<file path="config.mk">
export PLATFORM = sky130hd
export DESIGN_NAME = ysyx_23060236_scoreboard
export DESIGN_NICKNAME = d
export VERILOG_FILES = /design/src/rtl/ysyx_23060236_scoreboard_pkg.sv /design/src/rtl/ysyx_23060236_sb_cnt.sv /design/src/rtl/ysyx_23060236_scoreboard.sv
export SDC_FILE = /design/constraint.sdc
export NUM_CORES = 1
export LEC_CHECK = 0
export CAP_MARGIN = 10
export CORE_MARGIN = 5
export CORE_UTILIZATION = 56
export CTS_CLUSTER_DIAMETER = 30
export DETAILED_ROUTE_END_ITERATION = 6
export GPL_TIMING_DRIVEN = 0
export MAX_ROUTING_LAYER = met4
export PLACE_DENSITY_LB_ADDON = 0.15
export SLEW_MARGIN = 20
export SYNTH_ARGS = -nofsm -noshare
export SYNTH_HDL_FRONTEND = slang
export SYNTH_SLANG_ARGS = --single-unit
</file>
<file path="constraint.sdc">
create_clock -name clock -period 5.6 [get_ports clock]
set_clock_uncertainty 0.05 [all_clocks]
set_input_delay 0.56 -clock clock [delete_from_list [all_inputs] [get_ports clock]]
set_output_delay 0.56 -clock clock [all_outputs]
set_load 0.005 [all_outputs]
</file>
<file path="src/rtl/ysyx_23060236_scoreboard_pkg.sv">
// Shared sizing constants for the register-hazard scoreboard.
// Latency: n/a (constants only).
// Backpressure: n/a.
package ysyx_23060236_scoreboard_pkg;
    localparam int NR_REG    = 16;
    localparam int REG_IDX_W = $clog2(NR_REG);
    localparam int CNT_W     = 2;
    localparam int TOT_W     = 4;
    localparam logic [CNT_W-1:0] CNT_MAX = '1;
    localparam logic [TOT_W-1:0] TOT_MAX = '1;
endpackage

</file>
<file path="src/rtl/ysyx_23060236_sb_cnt.sv">
// Pending-write counter for one architectural register; never wraps.
// Latency: events at edge t are reflected in nz/full from t+1; err is same-cycle combinational.
// Backpressure: none; overflow holds the count and underflow clamps to zero, both flagged on err.
module ysyx_23060236_sb_cnt
    import ysyx_23060236_scoreboard_pkg::*;
(
    input  logic clock,
    input  logic reset,
    input  logic inc,
    input  logic dec_w,
    input  logic dec_s,
    output logic nz,
    output logic full,
    output logic err
);
    logic [CNT_W-1:0] cnt;
    logic [CNT_W:0]   up;
    logic [CNT_W:0]   dn;
    logic [CNT_W:0]   diff;
    logic             under;
    logic             over;

    // Combine all three events arithmetically before range-checking.
    assign up    = {1'b0, cnt} + {{CNT_W{1'b0}}, inc};
    assign dn    = {{CNT_W{1'b0}}, dec_w} + {{CNT_W{1'b0}}, dec_s};
    assign under = up < dn;
    assign diff  = up - dn;
    assign over  = !under && (diff > {1'b0, CNT_MAX});

    assign nz   = cnt != '0;
    assign full = cnt == CNT_MAX;
    assign err  = under | over;

    always_ff @(posedge clock) begin
        if (reset) begin
            cnt <= '0;
        end else if (under) begin
            cnt <= '0;
        end else if (!over) begin
            cnt <= diff[CNT_W-1:0];
        end
    end
endmodule

</file>
<file path="src/rtl/ysyx_23060236_scoreboard.sv">
// Register-hazard scoreboard: counts outstanding writes per register and stalls IDU on RAW/full.
// Latency: issue at edge t marks busy from t+1; writeback/squash at edge t clears from t+1 (no bypass).
// Backpressure: stall is combinational and feeds ~idu_ready; ignoring it only risks a flagged overflow.
module ysyx_23060236_scoreboard
    import ysyx_23060236_scoreboard_pkg::*;
(
    input  logic                 clock,
    input  logic                 reset,
    input  logic [REG_IDX_W-1:0] dec_rs1,
    input  logic [REG_IDX_W-1:0] dec_rs2,
    input  logic                 dec_need_rs1,
    input  logic                 dec_need_rs2,
    input  logic [REG_IDX_W-1:0] dec_rd,
    input  logic                 dec_reg_wen,
    input  logic                 issue_fire,
    input  logic                 squash_valid,
    input  logic [REG_IDX_W-1:0] squash_rd,
    input  logic                 squash_wen,
    input  logic                 wb_valid,
    input  logic [REG_IDX_W-1:0] wb_rd,
    input  logic                 wb_reg_wen,
    output logic                 stall,
    output logic                 rs1_busy,
    output logic                 rs2_busy,
    output logic [TOT_W-1:0]     inflight,
    output logic                 sb_err
);
    logic [NR_REG-1:0] nz;
    logic [NR_REG-1:0] full_v;
    logic [NR_REG-1:0] err_v;
    logic              any_inc;
    logic              any_w;
    logic              any_s;
    logic [TOT_W:0]    tot_up;
    logic [TOT_W:0]    tot_dn;
    logic [TOT_W:0]    tot_diff;
    logic              full;

    // x0 is hardwired zero, so it never holds a pending write.
    assign nz[0]     = 1'b0;
    assign full_v[0] = 1'b0;
    assign err_v[0]  = 1'b0;

    for (genvar r = 1; r < NR_REG; r++) begin : g_cnt
        ysyx_23060236_sb_cnt u_cnt (
            .clock (clock),
            .reset (reset),
            .inc   (issue_fire & dec_reg_wen & (dec_rd == REG_IDX_W'(r))),
            .dec_w (wb_valid & wb_reg_wen & (wb_rd == REG_IDX_W'(r))),
            .dec_s (squash_valid & squash_wen & (squash_rd == REG_IDX_W'(r))),
            .nz    (nz[r]),
            .full  (full_v[r]),
            .err   (err_v[r])
        );
    end

    assign rs1_busy = dec_need_rs1 & nz[dec_rs1];
    assign rs2_busy = dec_need_rs2 & nz[dec_rs2];
    assign full     = dec_reg_wen & full_v[dec_rd];
    assign stall    = rs1_busy | rs2_busy | full;

    // Each event source carries at most one register per cycle, so the total moves by at most +1/-2.
    assign any_inc  = issue_fire & dec_reg_wen & (dec_rd != '0);
    assign any_w    = wb_valid & wb_reg_wen & (wb_rd != '0);
    assign any_s    = squash_valid & squash_wen & (squash_rd != '0);
    assign tot_up   = {1'b0, inflight} + {{TOT_W{1'b0}}, any_inc};
    assign tot_dn   = {{TOT_W{1'b0}}, any_w} + {{TOT_W{1'b0}}, any_s};
    assign tot_diff = tot_up - tot_dn;

    always_ff @(posedge clock) begin
        if (reset) begin
            inflight <= '0;
            sb_err   <= 1'b0;
        end else begin
            if (tot_up < tot_dn) begin
                inflight <= '0;
            end else if (tot_diff > {1'b0, TOT_MAX}) begin
                inflight <= TOT_MAX;
            end else begin
                inflight <= tot_diff[TOT_W-1:0];
            end
            sb_err <= sb_err | (|err_v);
        end
    end
endmodule

</file>
Yosys cells after proc, flatten, opt, wreduce, memory -nomap -nowiden
Index checks and enable logic that the tools add are counted.

Magnitude comparators: 35. Multiply operators: 0. Shifts and indexed selects: 0. Bitwise operators: 72. Div/mod/pow operators: 0. Multiplexer cells: 7. Eq/ne operators: 60. Reduce and logical (&&, ||, !) cells: 65. Add/subtract/negate cells: 48.

Operators by type and width (number): 4-bit equality test (second input constant) (24); 1-bit bitwise AND (54); 4-bit by 3-bit equality test with 1-bit output (second input constant) (12); 2-bit by 1-bit adder with 3-bit output (15); 3-bit by 2-bit greater-than comparator with 1-bit output (second input constant) (15); 3-bit < comparator (15); 3-bit subtractor (15); 1-bit by 1-bit adder with 2-bit output (16); 2-bit OR reduction (16); 2-bit equality test (second input constant) (15); 2-bit nonzero test (15); 4-bit by 2-bit equality test with 1-bit output (second input constant) (6); 1-bit OR (18); 1-bit logical AND (15); 1-bit zero test (15); 4-bit by 5-bit < comparator with 1-bit output (second input constant) (3); 15-bit OR reduction (1); 1-bit binary-select mux with 4-bit select (3); 4-bit by 1-bit equality test with 1-bit output (second input constant) (3); 4-bit nonzero test (3); 4-bit by 1-bit adder with 5-bit output (1); 5-bit by 4-bit greater-than comparator with 1-bit output (second input constant) (1); 5-bit by 2-bit < comparator with 1-bit output (1); 5-bit by 2-bit subtractor with 5-bit output (1); 2 further kinds (4).

Memories kept: 0. Output and inout bits: 8. Bits in read-only memories: 0. Latch bits: 0. RAM bits: 0. Word-level logic and storage cells: 304. Input bits: 30. Bits in registers: 35.

Logic depth before layout (Yosys ltp)
Depth after elaboration: 9. Mapped depth: 14. Mapped depth without buffers: 13.

Cells and area by module
Synthesis repeated with hierarchy kept, for this count alone.

Cells, all modules: 498. Area, all modules: 4549.4 µm².

Modules (own cells, without submodules): ysyx_23060236_sb_cnt (cells each 22, seq. area each 40.0 µm², area each 224.0 µm², times used 15); ysyx_23060236_scoreboard (cells each 168, seq. area each 100.1 µm², area each 1189.9 µm², times used 1).

Least setup slack after synthesis
No wires, ideal clock.

Path type: input port to flip-flop. Start point: input port dec_rd[0]. End point: register sb_err. Data arrival time: 3.199 ns. Required time: 5.417 ns. Setup slack: 2.218 ns. Library setup time: 0.133 ns. Stages on the path: 12. Buffers on the path: 1. Path through: clkbuf_1 nor2b_1 nand3_1 nor3_1 ha_1 ha_1 fa_1 xnor2_1 or4_1 nor4_1 and3_1 a31oi_1.

Word-level cells in the longest chain between the ends: 9. Elaborated cells between the ends (all ways): 137. Classes of those cells: add/sub (30); order compare (30); eq/ne (15); bitwise (31); reduce/logical (31).

RTL lines: start, declared (line ysyx_23060236_scoreboard.sv:13) `input logic [REG_IDX_W-1:0] dec_rd,`; 4-bit by 1-bit equality test with 1-bit output, or another cell as far along (line ysyx_23060236_scoreboard.sv:48) `.inc (issue_fire & dec_reg_wen & (dec_rd == REG_IDX_W'(r))),`; 1-bit bitwise AND (line ysyx_23060236_scoreboard.sv:48); 2-bit by 1-bit adder with 3-bit output (line ysyx_23060236_sb_cnt.sv:24) `assign up = {1'b0, cnt} + {{CNT_W{1'b0}}, inc};`; 3-bit subtractor / 3-bit < comparator (equally long branches) (line ysyx_23060236_sb_cnt.sv:27, ysyx_23060236_sb_cnt.sv:26); 3-bit by 2-bit greater-than comparator with 1-bit output / 1-bit zero test (equally long branches) (line ysyx_23060236_sb_cnt.sv:28) `assign over = !under && (diff > {1'b0, CNT_MAX});`; 1-bit logical AND (line ysyx_23060236_sb_cnt.sv:28); 1-bit OR (line ysyx_23060236_sb_cnt.sv:32) `assign err = under | over;`; 15-bit OR reduction * (line ysyx_23060236_scoreboard.sv:82) `sb_err <= sb_err | (|err_v);`; 1-bit OR * (line ysyx_23060236_scoreboard.sv:82); end signal, assigned (line ysyx_23060236_scoreboard.sv:82); end, declared (line ysyx_23060236_scoreboard.sv:26) `output logic sb_err`.

Every way passes the cells marked *; elsewhere a longest branch is shown, timed or not. A chain may end at the register's enable or synchronous reset.

Worst setup path after layout
Start point: input port dec_reg_wen. End point: register sb_err.

Word-level cells in the longest chain between the ends: 9. Elaborated cells between the ends (all ways): 123. Classes of those cells: add/sub (30); order compare (30); bitwise (32); reduce/logical (31).

RTL lines: start, declared (line ysyx_23060236_scoreboard.sv:14) `input logic dec_reg_wen,`; 1-bit bitwise AND * (line ysyx_23060236_scoreboard.sv:48); 1-bit bitwise AND (line ysyx_23060236_scoreboard.sv:48); 2-bit by 1-bit adder with 3-bit output (line ysyx_23060236_sb_cnt.sv:24); 3-bit subtractor / 3-bit < comparator (equally long branches) (line ysyx_23060236_sb_cnt.sv:27, ysyx_23060236_sb_cnt.sv:26); 3-bit by 2-bit greater-than comparator with 1-bit output / 1-bit zero test (equally long branches) (line ysyx_23060236_sb_cnt.sv:28); 1-bit logical AND (line ysyx_23060236_sb_cnt.sv:28); 1-bit OR (line ysyx_23060236_sb_cnt.sv:32); 15-bit OR reduction * (line ysyx_23060236_scoreboard.sv:82); 1-bit OR * (line ysyx_23060236_scoreboard.sv:82).

Marks and branches as above.

==> out/metrics.csv <==
stage;metric;value;unit
finish;layout cell share with drive strength beyond 1;0.0350;
finish;fin area;0.00470;mm²
global_route;initial antenna violation count;0;
routing;WL final;10500;µm
critical_path;peak fanout along the critical path;6;
clock_network;H-tree depth;2;
sta;fmax;263;MHz
finish;number of nets in the layout;639;
synth;synthesized cell area;0.00414;mm²
clock_network;Post-CTS Setup Inserts;0;
power_and_ir_drop;Pwr Density;171;mW/mm²
clock_network;clk slew on worst S/H paths;0.07;ns
sta;worst rel slew slack;0.542;
power_and_ir_drop;Sw Pwr;0.262;mW
floorplan;die footprint;0.00920;mm²
power_and_ir_drop;Leak Pwr;2.00;nW
global_route;GRT Residual Overflow;0;
routing;Iter 0 DRT Violations;261;
clock_network;post-cts resize count;0;
synth;Syn. warnings;0;
synth;Post-Synthesis Cells;473;
synth;post-synthesis register bit count;35;
floorplan;Starting Density;0.573;
power_and_ir_drop;Int Pwr;0.540;mW
clock_network;maximum clock insertion buffer count;2;
routing;DR WL/cell;17.2;µm
routing;drt pass-1 iters;6;
outcome;outcome;finished clean;
job;Max Cap Viol;0;
power_and_ir_drop;clock network fraction of total power;0.296;
floorplan;Rows;31;
synth;most common cell in the synthesized netlist;ha_1;
routing;DR vias;3620;
routing;Vias/cell;5.91;
min_path;Hold Crit Class;reg -> reg;
critical_path;Required @ worst endpoint;5.70;ns
clock_network;CTS Root Buffer Type;clkbuf_8;
clock_network;CTS tree;built;
critical_path;Arr. time, crit path;3.91;ns
floorplan;core area;0.00721;mm²
clock_network;clock sinks;35;
synth;synth top area cells;ha_1 20%, dfxtp_1 17%, fa_1 15%;
critical_path;WS Path Type;in -> reg;
clock_network;Post-CTS Hold Buffers;0;
global_route;Total GRT Usage;0.256;
sta;final hold vios;0;
synth;async set-reset flop share out of synthesis;0;
synth;post-synthesis sequential area ratio;0.169;
floorplan;Die Y;95.9;µm
routing;final antenna-violating net count;0;
sta;unrepaired setup endpoints after global routing;no;
sta;TNS Setup;0;ns
global_route;vias in the first global route;3608;
synth;Synth cell types;41;
power_and_ir_drop;Seq pwr share;0.374;
min_path;WHS Path Cells;2;
critical_path;Setup crit end kind;flop;
synth;syn_nets;599;
sta;Final Max Slew Viols;0;
clock_network;clock latency on the worst-skew pair;0.30;ns
global_route;first-pass GRT wire length;17500;µm
synth;synthesized area per cell;8.74;µm²
synth;Post-synth EDFFs;0;
power_and_ir_drop;switching share of total power;0.327;
place;PortBufs;33;
synth;synth cell count leaders;65 x ha_1, 63 x inv_1, 61 x nor2_1;
clock_network;Num CTS Buffers;5;
floorplan;die width;95.9;µm
power_and_ir_drop;Logic pwr share;0.330;
routing;DRC;0;
sta;fin crit period;3.80;ns
place;Area after DPL;0.00459;mm²
sta;Final Cycle Share;0.679;
finish;Layout Area Growth over Synthesis;13.7;%
sta;worst slew pin tran;0.686;ns
floorplan;I/O pin cnt;38;
synth;Main synth FF type;dfxtp_1;
power_and_ir_drop;peak supply drop;161;µV
global_route;largest net degree at the start of global routing;13;
place;GPL Wtd Cong;0.915;
critical_path;CP Launch Type;input pin;
power_and_ir_drop;total power;0.802;mW
place;hpwl dp;8840;µm
synth;post-synth top area share;0.197;
critical_path;worst r2r path cells;8;
finish;Fillers;660;
finish;ant diodes;0;
synth;post-synth top area cell;ha_1;
sta;final setup vio count;0;
## worst paths after layout
kind                                  startpoint                             endpoint  slack [ns]
max reg2reg  g_cnt[12].u_cnt.cnt[0]$_SDFFE_PP0N_                    sb_err$_SDFF_PP0_        2.77
max                                  dec_reg_wen                    sb_err$_SDFF_PP0_        1.80
min reg2reg  g_cnt[11].u_cnt.cnt[0]$_SDFFE_PP0N_  g_cnt[11].u_cnt.cnt[0]$_SDFFE_PP0N_        0.50
min          g_cnt[11].u_cnt.cnt[0]$_SDFFE_PP0N_  g_cnt[11].u_cnt.cnt[0]$_SDFFE_PP0N_        0.50
## layout make-up
cell class              instances  area (µm²)  area share
clock buffers                   5        68.8      0.0146
repair buffers                 33         330      0.0703
plain buffers                   9        48.8      0.0104
multi-input cells             366        3150       0.670
clock inverters                 3        43.8     0.00931
well taps                      99         124      0.0263
flip-flops and latches         35         701       0.149
inverters                      63         236      0.0503
## cell families after synthesis
group	after synthesis	synth area share
adders and majority gates	96	0.347
xor gates and xnor gates	18	0.0381
and+or+nand+nor	169	0.199
DFF	35	0.169
AOI/OAI and AO/OA	58	0.0950
buffers and inverters	72	0.0690
muxes	25	0.0826
## placed cells by master (no fill, tap or decap), types with 4 or more instances in the layout
cell type        synthesis  layout
a2111oi_0               12      12
a21oi_1                 17      17
a31oi_1                 15      15
clkbuf_1                 6       6
clkbuf_8                 0       5
clkdlybuf4s50_1          0      33
dfxtp_1                 35      35
fa_1                    31      31
ha_1                    65      65
inv_1                   63      63
mux2i_1                 18      18
mux4_2                   6       6
nand2_1                 23      23
nand2b_1                 7       7
nand3_1                  4       4
nand4_1                  6       6
nand4b_1                 5       5
nor2_1                  61      61
nor3_1                  36      36
nor4_1                  13      13
o21ai_0                  4       4
xnor2_1                  5       5
xor2_1                  13      13
## power by group through the flow
stage	registers (mW)	logic [mW]	clock network [mW]
after global routing	0.305	0.296	0.253
after CTS	0.300	0.265	0.239
after floorplan	0.300	0.162	0
after global placement	0.305	0.255	0
final	0.300	0.264	0.237
after detailed placement	0.305	0.262	0
## critical path, stage by stage
cell and delay, ns:
clkdlybuf4s50_1 0.58, nand2_1 0.09, or3_1 0.37, nor2_1 0.15, ha_1 0.22, ha_1 0.26, fa_1 0.44, xnor2_1 0.20
or4_1 0.52, nor4_1 0.23, and3_1 0.20, a31oi_1 0.08
## sequential cells by signal, indices dropped and copies added (netlist names)
name,flops
sb_err,1
inflight,4
g_cnt.u_cnt.cnt,30
## routing by layer
metal,global-route usage,up-vias,part of all wire
li1,-,1765,-
met5,-,-,0
met2,0.405,130,0.46
met4,0.0806,0,0.027
met1,0.334,1703,0.44
met3,0.0477,22,0.071
## stage by stage
stage,utilization,hold WS [ns],std cells,worst slack [ns]
6_report,0.652,0.497,613,1.80
5_1_grt,0.652,0.525,613,1.56
4_1_cts,0.652,0.502,613,1.84
3_5_place_dp,0.636,0.491,605,1.57
3_3_place_gp,0.636,0.474,605,1.58
2_1_floorplan,-,0.455,473,2.22
No activity file was read; power rests on OpenSTA's default activity.
